$ cat src/rtl/puzzle_pkg.sv
// puzzle_pkg: constants shared by the 3x3 sliding-puzzle move player and any
// future board checker.
//   - Direction codes describe the motion of the blank tile.
//   - Solution word layout: [44:40] move count, move i at [39-2i:38-2i].
//   - Board layout: cell k at [4k+3:4k], k = row*3 + col, row 0 at top.
package puzzle_pkg;

    localparam int MAX_MOVES  = 20;
    localparam int CNT_W      = 5;
    localparam int TILE_W     = 4;
    localparam int NUM_CELLS  = 9;
    localparam int POS_W      = 4;
    localparam int DIR_W      = 2;

    localparam logic [TILE_W-1:0] BLANK_TILE = 4'd5;

    // Solution-word field offsets
    localparam int WORD_W     = CNT_W + DIR_W * MAX_MOVES;  // 45
    localparam int CNT_LSB    = DIR_W * MAX_MOVES;          // 40
    localparam int CNT_MSB    = WORD_W - 1;                 // 44
    localparam int MOVE0_MSB  = CNT_LSB - 1;                // 39

    localparam int BOARD_W    = NUM_CELLS * TILE_W;         // 36

    // Blank-motion directions
    localparam logic [DIR_W-1:0] DIR_UP    = 2'b11;
    localparam logic [DIR_W-1:0] DIR_DOWN  = 2'b00;
    localparam logic [DIR_W-1:0] DIR_LEFT  = 2'b10;
    localparam logic [DIR_W-1:0] DIR_RIGHT = 2'b01;

    typedef enum logic [1:0] {
        IDLE = 2'd0,
        RUN  = 2'd1,
        DONE = 2'd2,
        ERR  = 2'd3
    } state_e;

    // Extract move field idx from a solution word. Out-of-range indices
    // return 0; the player never asks for them.
    function automatic logic [DIR_W-1:0] move_field(input logic [WORD_W-1:0] word,
                                                    input logic [CNT_W-1:0]  idx);
        logic [WORD_W-1:0] shifted;
        shifted = '0;
        if (int'(idx) >= MAX_MOVES) begin
            return '0;
        end
        shifted = word >> (MOVE0_MSB - 1 - 2 * int'(idx));
        return shifted[DIR_W-1:0];
    endfunction

endpackage

$ cat src/rtl/puzzle_move_target.sv
// puzzle_move_target: combinational neighbour lookup on a 3x3 board.
// Ports:
//   blank_pos  in  4  current blank cell index (0..8)
//   dir        in  2  requested blank motion
//   target     out 4  cell the blank would move to (blank_pos when illegal)
//   legal      out 1  move stays on the board
module puzzle_move_target
    import puzzle_pkg::*;
(
    input  logic [POS_W-1:0] blank_pos,
    input  logic [DIR_W-1:0] dir,
    output logic [POS_W-1:0] target,
    output logic             legal
);

    logic [1:0] row;
    logic [1:0] col;
    logic       pos_valid;

    // Row/column by table: avoids a divider for a 9-entry domain.
    always_comb begin
        row       = 2'd0;
        col       = 2'd0;
        pos_valid = 1'b1;
        case (blank_pos)
            4'd0: begin row = 2'd0; col = 2'd0; end
            4'd1: begin row = 2'd0; col = 2'd1; end
            4'd2: begin row = 2'd0; col = 2'd2; end
            4'd3: begin row = 2'd1; col = 2'd0; end
            4'd4: begin row = 2'd1; col = 2'd1; end
            4'd5: begin row = 2'd1; col = 2'd2; end
            4'd6: begin row = 2'd2; col = 2'd0; end
            4'd7: begin row = 2'd2; col = 2'd1; end
            4'd8: begin row = 2'd2; col = 2'd2; end
            default: pos_valid = 1'b0;
        endcase
    end

    always_comb begin
        target = blank_pos;
        legal  = 1'b0;
        if (pos_valid) begin
            case (dir)
                DIR_UP: begin
                    if (row != 2'd0) begin
                        legal  = 1'b1;
                        target = blank_pos - 4'd3;
                    end
                end
                DIR_DOWN: begin
                    if (row != 2'd2) begin
                        legal  = 1'b1;
                        target = blank_pos + 4'd3;
                    end
                end
                DIR_LEFT: begin
                    if (col != 2'd0) begin
                        legal  = 1'b1;
                        target = blank_pos - 4'd1;
                    end
                end
                default: begin  // DIR_RIGHT
                    if (col != 2'd2) begin
                        legal  = 1'b1;
                        target = blank_pos + 4'd1;
                    end
                end
            endcase
        end
    end

endmodule

$ cat src/rtl/puzzle_move_player.sv
// puzzle_move_player: replays a 45-bit solution word on a registered 3x3 board.
// Ports:
//   clk, rst      clock; synchronous active-high reset
//   start         load sol_word/board_in (ignored while replaying)
//   sol_word      [44:40] move count, move i at [39-2i:38-2i]
//   board_in      initial board, cell k at [4k+3:4k]
//   step_en       apply one move this cycle
//   busy/done/err replay in progress / finished / bad word or illegal move
//   move_strobe   one-cycle pulse per applied move
//   move_dir      direction of last applied move
//   move_idx      moves applied so far
//   board_out     current board
//   blank_pos     current blank cell index
module puzzle_move_player
    import puzzle_pkg::*;
(
    input  logic               clk,
    input  logic               rst,
    input  logic               start,
    input  logic [WORD_W-1:0]  sol_word,
    input  logic [BOARD_W-1:0] board_in,
    input  logic               step_en,
    output logic               busy,
    output logic               done,
    output logic               err,
    output logic               move_strobe,
    output logic [DIR_W-1:0]   move_dir,
    output logic [CNT_W-1:0]   move_idx,
    output logic [BOARD_W-1:0] board_out,
    output logic [POS_W-1:0]   blank_pos
);

    state_e state_reg, state_next;

    logic [WORD_W-1:0]                   word_reg,   word_next;
    logic [NUM_CELLS-1:0][TILE_W-1:0]    board_reg,  board_next;
    logic [POS_W-1:0]                    blank_reg,  blank_next;
    logic [CNT_W-1:0]                    idx_reg,    idx_next;
    logic [DIR_W-1:0]                    dir_reg,    dir_next;
    logic                                strobe_reg, strobe_next;

    logic [NUM_CELLS-1:0][TILE_W-1:0]    board_in_cells;
    logic [NUM_CELLS-1:0]                is_blank;
    logic                                blank_found;
    logic [POS_W-1:0]                    blank_found_pos;
    logic [CNT_W-1:0]                    count_in;
    logic [CNT_W-1:0]                    count_reg;
    logic [DIR_W-1:0]                    cur_dir;
    logic [POS_W-1:0]                    target;
    logic                                legal;

    assign board_in_cells = board_in;
    assign count_in       = sol_word[CNT_MSB:CNT_LSB];
    assign count_reg      = word_reg[CNT_MSB:CNT_LSB];
    assign cur_dir        = move_field(word_reg, idx_reg);

    generate
        for (genvar gi = 0; gi < NUM_CELLS; gi++) begin : g_blank_scan
            assign is_blank[gi] = (board_in_cells[gi] == BLANK_TILE);
        end
    endgenerate

    // Lowest-index blank wins if the incoming board holds several.
    always_comb begin
        blank_found     = 1'b0;
        blank_found_pos = '0;
        for (int k = NUM_CELLS - 1; k >= 0; k--) begin
            if (is_blank[k]) begin
                blank_found     = 1'b1;
                blank_found_pos = POS_W'(k);
            end
        end
    end

    puzzle_move_target u_target (
        .blank_pos (blank_reg),
        .dir       (cur_dir),
        .target    (target),
        .legal     (legal)
    );

    always_ff @(posedge clk) begin
        if (rst) begin
            state_reg  <= IDLE;
            word_reg   <= '0;
            board_reg  <= '0;
            blank_reg  <= '0;
            idx_reg    <= '0;
            dir_reg    <= '0;
            strobe_reg <= 1'b0;
        end else begin
            state_reg  <= state_next;
            word_reg   <= word_next;
            board_reg  <= board_next;
            blank_reg  <= blank_next;
            idx_reg    <= idx_next;
            dir_reg    <= dir_next;
            strobe_reg <= strobe_next;
        end
    end

    always_comb begin
        state_next  = state_reg;
        word_next   = word_reg;
        board_next  = board_reg;
        blank_next  = blank_reg;
        idx_next    = idx_reg;
        dir_next    = dir_reg;
        strobe_next = 1'b0;

        if (start && (state_reg != RUN)) begin
            word_next  = sol_word;
            board_next = board_in_cells;
            idx_next   = '0;
            blank_next = blank_found_pos;
            if (!blank_found || (count_in > CNT_W'(MAX_MOVES))) begin
                state_next = ERR;
            end else if (count_in == '0) begin
                state_next = DONE;
            end else begin
                state_next = RUN;
            end
        end else if ((state_reg == RUN) && step_en) begin
            if (legal) begin
                board_next[blank_reg] = board_reg[target];
                board_next[target]    = board_reg[blank_reg];
                blank_next            = target;
                idx_next              = idx_reg + 5'd1;
                dir_next              = cur_dir;
                strobe_next           = 1'b1;
                if ((idx_reg + 5'd1) == count_reg) begin
                    state_next = DONE;
                end
            end else begin
                // Board, blank and index stay frozen at the last good move.
                state_next = ERR;
            end
        end
    end

    assign busy        = (state_reg == RUN);
    assign done        = (state_reg == DONE);
    assign err         = (state_reg == ERR);
    assign move_strobe = strobe_reg;
    assign move_dir    = dir_reg;
    assign move_idx    = idx_reg;
    assign board_out   = board_reg;
    assign blank_pos   = blank_reg;

endmodule

$ cat config.mk
export PLATFORM = sky130hd
export DESIGN_NAME = puzzle_move_player
export DESIGN_NICKNAME = d
export VERILOG_FILES = /design/src/rtl/puzzle_pkg.sv /design/src/rtl/puzzle_move_target.sv /design/src/rtl/puzzle_move_player.sv
export SDC_FILE = /design/constraint.sdc
export NUM_CORES = 1
export LEC_CHECK = 0
export CORE_MARGIN = 1
export CORE_UTILIZATION = 40
export CTS_BUF_LIST = sky130_fd_sc_hd__clkbuf_4 sky130_fd_sc_hd__clkbuf_8
export DETAILED_ROUTE_END_ITERATION = 10
export GPL_ROUTABILITY_DRIVEN = 0
export PLACE_DENSITY = 0.68
export SETUP_SLACK_MARGIN = 0.2
export SYNTH_ARGS = -nofsm -noshare
export SYNTH_HDL_FRONTEND = slang
export SYNTH_SLANG_ARGS = --single-unit
$ cat constraint.sdc
create_clock -name clk -period 6 [get_ports clk]
set_input_delay 1.2 -clock clk [delete_from_list [all_inputs] [get_ports clk]]
set_output_delay 1.2 -clock clk [all_outputs]
set_load 0.01 [all_outputs]
# [Yosys cells after proc, flatten, opt, wreduce, memory -nomap -nowiden]
# Index checks and enable logic that the tools add are counted.
[classes] magnitude_cmp=6 n_bitwise=2 n_shift=1 n_mux=59 eq_ne=27 add_sub_neg=6 reduce_logical=24
[ops] operator="2-to-1 mux 36 bit" count=3
[ops] operator="2-to-1 mux 4 bit" count=21
[ops] operator="bitwise mux 36 bit" count=2
[ops] operator="== test 4 x 3 -> 1 bit (second input constant)" count=13
[ops] operator=">> shifter 45 x 32 -> 2 bit" count=1
[ops] operator="binary-select mux 4 bit (select 4 bit)" count=2
[ops] operator="demux 4 bit (select 4 bit)" count=2
[ops] operator="2-to-1 mux 1 bit" count=17
[ops] operator="2-to-1 mux 2 bit" count=8
[ops] operator="OR reduction 3 bit" count=5
[ops] operator="case mux 4 bit (3 select lines)" count=1
[ops] operator="< comparator 4 x 5 -> 1 bit (second input constant)" count=2
[ops] operator="OR reduction 9 bit" count=1
[ops] operator="== test 2 bit (second input constant)" count=4
[ops] operator="== test 4 x 2 -> 1 bit (second input constant)" count=2
[ops] operator="greater-or-equal comparator 4 x 1 -> 1 bit (second input constant)" count=2
[ops] operator="case mux 2 bit (2 select lines)" count=2
[ops] operator="nonzero test 2 bit" count=4
[ops] operator="subtractor 6 x 6 -> 7 bit (first input constant)" count=1
[ops] operator="AND reduction 2 bit" count=3
[ops] operator="adder 5 x 1 -> 5 bit (second input constant)" count=1
[ops] operator="== test 5 bit" count=1
[ops] operator="greater-or-equal comparator 5 bit (second input constant)" count=1
[ops] operator="> comparator 5 bit (second input constant)" count=1
[ops] operator="other kinds (20)" count=25
[word_totals] in_bits=85 wordCells=140 ff_bits=95 output_inout_bits=51

# [Longest topological paths before layout]
[logic_depth] depth_word=15 mapped_depth=18 mapped_depth_nobuf=13

# [Modules after synthesis]
# A second synthesis with hierarchy kept.
[hier_totals] hier_cells=835 area_unflattened_um2=6632.6
[modules_own_cells] module="puzzle_move_player" seq_area_each_um2=1901.8 area_each_um2=6049.6 cells_per_inst=748 n_inst=1
[modules_own_cells] module="puzzle_move_target" seq_area_each_um2=0.0 area_each_um2=583.1 cells_per_inst=87 n_inst=1

# [Worst setup path before layout]
# No wires, ideal clock.
[synth_path] path_kind="reg2reg" startpoint="register idx_reg[2], in the netlist move_idx[2]" endpoint="register board_reg (netlist bit board_out[10])" t_arrival_ns=3.816 setup_ns=0.122 n_path_buf=4 setup_slack_ns=2.063 path_stages_with_launch=18 required_time_ns=5.878 period_less_slack_ns=3.937 cell_sequence="dfxtp_1 buf_4 inv_1 ha_1 xnor2_1 nor2b_1 a21boi_1 or3_1 buf_6 a221o_1 o31ai_2 a21bo_4 buf_6 buf_6 mux2i_1 mux2i_1 a221o_1 a221o_1"
[synth_between] elab_chain_len=14 elab_cells_between_ends=26 classes_between="add/sub: 1; order compare: 3; eq/ne: 2; shift: 1; mux: 15; reduce/logical: 4"
[synth_lines] element="start, declared" line="puzzle_move_player.sv:38" rtl="logic [CNT_W-1:0] idx_reg, idx_next;"
[synth_lines] element="start signal, assigned" line="puzzle_move_player.sv:96" rtl="idx_reg <= idx_next;"
[synth_lines] element="subtractor 6 x 6 -> 7 bit / greater-or-equal comparator 5 bit (equally long branches)" line="puzzle_pkg.sv:47, puzzle_pkg.sv:44"
[synth_lines] element=">> shifter 45 x 32 -> 2 bit / 2-to-1 mux 1 bit (equally long branches)" line="puzzle_pkg.sv:47, puzzle_pkg.sv:44"
[synth_lines] element="2-to-1 mux 2 bit *" line="puzzle_pkg.sv:47" rtl="shifted = word >> (MOVE0_MSB - 1 - 2 * int'(idx));"
[synth_lines] element="== test 2 bit / zero test 2 bit (equally long branches)" line="puzzle_move_target.sv:43" rtl="case (dir)"
[synth_lines] element="case mux 4 bit (3 select lines)" line="puzzle_move_target.sv:43"
[synth_lines] element="2-to-1 mux 4 bit" line="puzzle_move_target.sv:42" rtl="if (pos_valid) begin"
[synth_lines] element="< comparator 4 x 5 -> 1 bit (not written as such) / greater-or-equal comparator 4 x 1 -> 1 bit (equally long branches)" line="puzzle_move_player.sv:126" rtl="board_next[target] = board_reg[blank_reg];"
[synth_lines] element="logical AND 1 bit (not written as such)" line="puzzle_move_player.sv:126"
[synth_lines] element="2-to-1 mux 4 bit (not written as such)" line="puzzle_move_player.sv:126"
[synth_lines] element="demux 4 bit (select 4 bit)" line="puzzle_move_player.sv:126"
[synth_lines] element="bitwise mux 36 bit" line="puzzle_move_player.sv:126"
[synth_lines] element="2-to-1 mux 36 bit" line="puzzle_move_player.sv:124" rtl="if (legal) begin"
[synth_lines] element="2-to-1 mux 36 bit" line="puzzle_move_player.sv:123" rtl="end else if ((state_reg == RUN) && step_en) begin"
[synth_lines] element="2-to-1 mux 36 bit" line="puzzle_move_player.sv:111" rtl="if (start && (state_reg != RUN)) begin"
[synth_lines] element="end signal, assigned" line="puzzle_move_player.sv:94" rtl="board_reg <= board_next;"
[synth_lines] element="end, declared" line="puzzle_move_player.sv:36" rtl="logic [NUM_CELLS-1:0][TILE_W-1:0] board_reg, board_next;"
# Mark *: on every way between the ends. The rest lies on a longest branch, timed or not. The select of a mux whose other input is x is not followed.
# A chain may end at the register's enable or synchronous reset.

# [Final worst setup path]
[layout_path] startpoint="register blank_reg[3], in the netlist blank_pos[3]" endpoint="register board_reg (netlist bit board_out[14])"
[layout_between] elab_chain_len=15 elab_cells_between_ends=58 classes_between="add/sub: 4; order compare: 4; eq/ne: 10; mux: 28; reduce/logical: 12"
[layout_lines] element="start, declared" line="puzzle_move_player.sv:37" rtl="logic [POS_W-1:0] blank_reg, blank_next;"
[layout_lines] element="start signal, assigned" line="puzzle_move_player.sv:95" rtl="blank_reg <= blank_next;"
[layout_lines] element="== test 4 x 2 -> 1 bit, or another cell as far along" line="puzzle_move_target.sv:25" rtl="case (blank_pos)"
[layout_lines] element="OR reduction 3 bit (no source line)"
[layout_lines] element="case mux 2 bit (2 select lines)" line="puzzle_move_target.sv:25"
[layout_lines] element="!= test 2 bit, or another cell as far along" line="puzzle_move_target.sv:63" rtl="if (col != 2'd2) begin"
[layout_lines] element="2-to-1 mux 4 bit, on equally long branches"
[layout_lines] element="case mux 4 bit (3 select lines)" line="puzzle_move_target.sv:43"
[layout_lines] element="2-to-1 mux 4 bit" line="puzzle_move_target.sv:42"
[layout_lines] element="< comparator 4 x 5 -> 1 bit (not written as such) / greater-or-equal comparator 4 x 1 -> 1 bit (equally long branches)" line="puzzle_move_player.sv:126"
[layout_lines] element="logical AND 1 bit (not written as such)" line="puzzle_move_player.sv:126"
[layout_lines] element="2-to-1 mux 4 bit (not written as such)" line="puzzle_move_player.sv:126"
[layout_lines] element="demux 4 bit (select 4 bit)" line="puzzle_move_player.sv:126"
[layout_lines] element="bitwise mux 36 bit" line="puzzle_move_player.sv:126"
[layout_lines] element="2-to-1 mux 36 bit" line="puzzle_move_player.sv:124"
[layout_lines] element="2-to-1 mux 36 bit" line="puzzle_move_player.sv:123"
[layout_lines] element="2-to-1 mux 36 bit" line="puzzle_move_player.sv:111"
# Parallel ways exist; a longest one is shown, timed or not. The select of a mux whose other input is x is not followed.

==> run metrics <==
Worst setup startpoint=blank_pos[3]$_SDFFE_PP0P_; Post-Syn Nets=~950; Max Cap Viol=0; class of the worst hold path=reg2reg; Via Count=around 7,300; clk_lat worst skew=roughly 400 ps; Post-CTS Hold Fix Bufs=0; Synth Register Bits=95; Yosys top cell area share=between 20% and 30%; # rows=47; WL per Instance=slightly above 20 microns; final setup fails=0; Clk pwr share=between 20% and 30%; cell with the most instances after synthesis=nand2_1; Ys Warns=0; die area=0.0178 sq mm; remaining antenna violation count=0; Finished Cell Area=0.00848 sq mm; EDFF count, synth=0; placed cells=around 1,200; RSZ-0062 raised after global routing=no; Period Utilization, post-route=81.4%; post-synthesis sequential area ratio=between 20 and 30%; r2r setup slk=1110 ps; clock tree buffer depth=2; die height=around 130 microns; Non-Filler Instances=approximately 1,200; Inserted Diodes=0; VDD IR max=0.128 mV; CTS tree=yes; CP required=between 6000 and 7000 ps; Sw Share=between 40 and 50%; worst r2r src=blank_pos[3]$_SDFFE_PP0P_; worst r2r dst=board_out[14]$_SDFFE_PP0P_; number of H-tree levels=3; area grow syn2layout=22.8%; Max FO, Critical Path=31; top cells by count, synth=nand2_1, dfxtp_1, a21oi_1, nor2_1, clkbuf_1; post-DP HPWL=about 17 mm; WS Path Type=reg2reg; number of I/O port buffers=between 100 and 150; DRC viols=0; Remaining Overflow, GRT=0; Synth async-reset ratio=0%; relative slew slack=between 20% and 30%; Post-Syn Instances=861; net switching power=roughly 800 uW; DRT Pass-1 Iters=6; Starting Density=41.3%; Tightest Pin Transition=1110 ps; sequential share of power=a little under two fifths; Yosys cell types=89; # fillers=roughly 1,700; number of DRC markers in iteration 0=a little over 700; Vias/cell=6.18; clk slew on worst S/H paths=approximately 110 ps; status=completed; Max Freq=between 0.2 and 0.25 GHz; die width=about 130 microns; number of gates resized after CTS=0; Final Hold Fails=0; Power Dens Cells=about 230 mW/mm^2; Arr. time, crit path=just over 5000 ps; CP endpoint kind=register; clk root buf=clkbuf_8; Final nets=about 1,000; CTS Buf Count=9; setup_tns=0 ps; Comb pwr share=around 40%; max FFs per register=45; Setup crit start kind=register; vias in the first global route=roughly 6,800; Power Internal=roughly 1200 uW; IO Count=136; largest net degree at the start of global routing=75; clock sinks=between 90 and 100; layout cells sized above 1=about 8.2%; Area contributors post-synth=dfxtp_1, nand2_1, a21oi_1, a221o_1, nor2_1; Placeable Area=roughly 0.017 sq mm; ys flop type=dfxtp_1; critical hold path startpoint=word_reg[6]$_SDFFE_PP0P_; Netlist Area Pre-Place=between 0.006 and 0.007 sq mm; Final min period=4890 ps; Mean Syn Cell Area=between 8 and 9 sq um; Setup crit end=board_out[14]$_SDFFE_PP0P_; Total GRT Usage=approximately 27%; placed inst area=just over 0.008 sq mm; final wirelength=around 24 mm; Tot Pwr=~2000 uW; Yosys top cell by area=dfxtp_1; final worst slack=about 1100 ps; Post-CTS Setup Bufs=0; pre-CTS setup slack=between 1000 and 1500 ps; global-route wire length before repair=between 30 and 40 mm; FF-to-FF path depth=10; clk_skew=between 15 and 20 ps; initial antenna violation count=0; P_leak=between 0.003 and 0.004 uW; Final Max Slew Viols=0
==> power by group through the flow <==
stage,sequential (uW),clock [uW],combinational [uW]
finish,733,432,813
global route,738,461,867
CTS,730,434,796
detailed placement,744,0,792
global placement,745,0,790
floorplan,732,0,549
==> layer usage <==
metal / up-vias / wire, microns / GRT usage (%)
met5: - / 0 / 0
li1: 3408 / - / -
met3: 49 / 2410 / 6.66
met1: 3418 / 10200 / 37.0
met2: 420 / 10500 / 40.4
met4: 0 / 584 / 9.60
==> cells by family after synthesis <==
| kind of cell | synth area share [%] |
|---|---|
| flops | 27.6 |
| xor+xnor | 1.65 |
| simple gates | 25.8 |
| fa+ha+maj | 1.45 |
| compound gates | 29.8 |
| mux | 8.38 |
| buf+inv | 5.29 |
==> placed cells by master, fill, tap and decap left out, drive strengths merged, types with 8 or more instances in the layout <==
master,netlist,final
a211oi,13,13
a21oi,80,80
a221o,29,29
a221oi,16,16
a32o,15,15
and2,23,23
and3,8,8
buf,24,13
clkbuf,40,9
clkdlybuf4s50,0,134
dfxtp,95,95
ha,8,8
inv,9,13
mux2,8,8
mux2i,24,24
mux4,11,11
nand2,170,170
nand2b,8,8
nand3,13,13
nor2,69,69
nor2b,13,13
nor3,10,10
nor4,9,9
o21ai,32,32
o2bb2ai,11,11
xnor2,10,10
==> critical path, cell delays in order (launching register included) <==
cell and delay [ps]:
dfxtp_1 1080, nand3b_1 510, o21ai_1 580, xnor2_1 180, o21ai_0 90, a211oi_1 450
a21bo_4 470, mux2_2 410, o221a_1 240, a221o_1 400, a221o_1 360
==> final cells by class <==
cell class / instances / area [sq um] / share of cell area (%)
multi-input combinational: 693 / 4640 / 54.8
sequential: 95 / 1900 / 22.4
timing repair buffer: 147 / 1440 / 16.9
tap: 220 / 275 / 3.25
clock buffer: 9 / 124 / 1.46
clock inverter: 7 / 61.3 / 0.723
inverter: 9 / 33.8 / 0.399
==> worst min path at each step <==
stage                                      endpoint  cells after the start
after floorplan           word_reg[38]$_SDFFE_PP0P_                      2
after global placement    word_reg[35]$_SDFFE_PP0P_                      2
after detailed placement   word_reg[3]$_SDFFE_PP0P_                      2
after CTS                 word_reg[27]$_SDFFE_PP0P_                      2
after global routing      word_reg[32]$_SDFFE_PP0P_                      2
final                      word_reg[6]$_SDFFE_PP0P_                      2
==> stage by stage <==
step | hold WS [ps] | utilization [%]
final | 459 | 50.7
after global routing | 484 | 50.7
after CTS | 461 | 50.7
after detailed placement | 446 | 49.6
after global placement | 441 | 49.6
after floorplan | 432 | -
No activity file was read; power rests on OpenSTA's default activity.
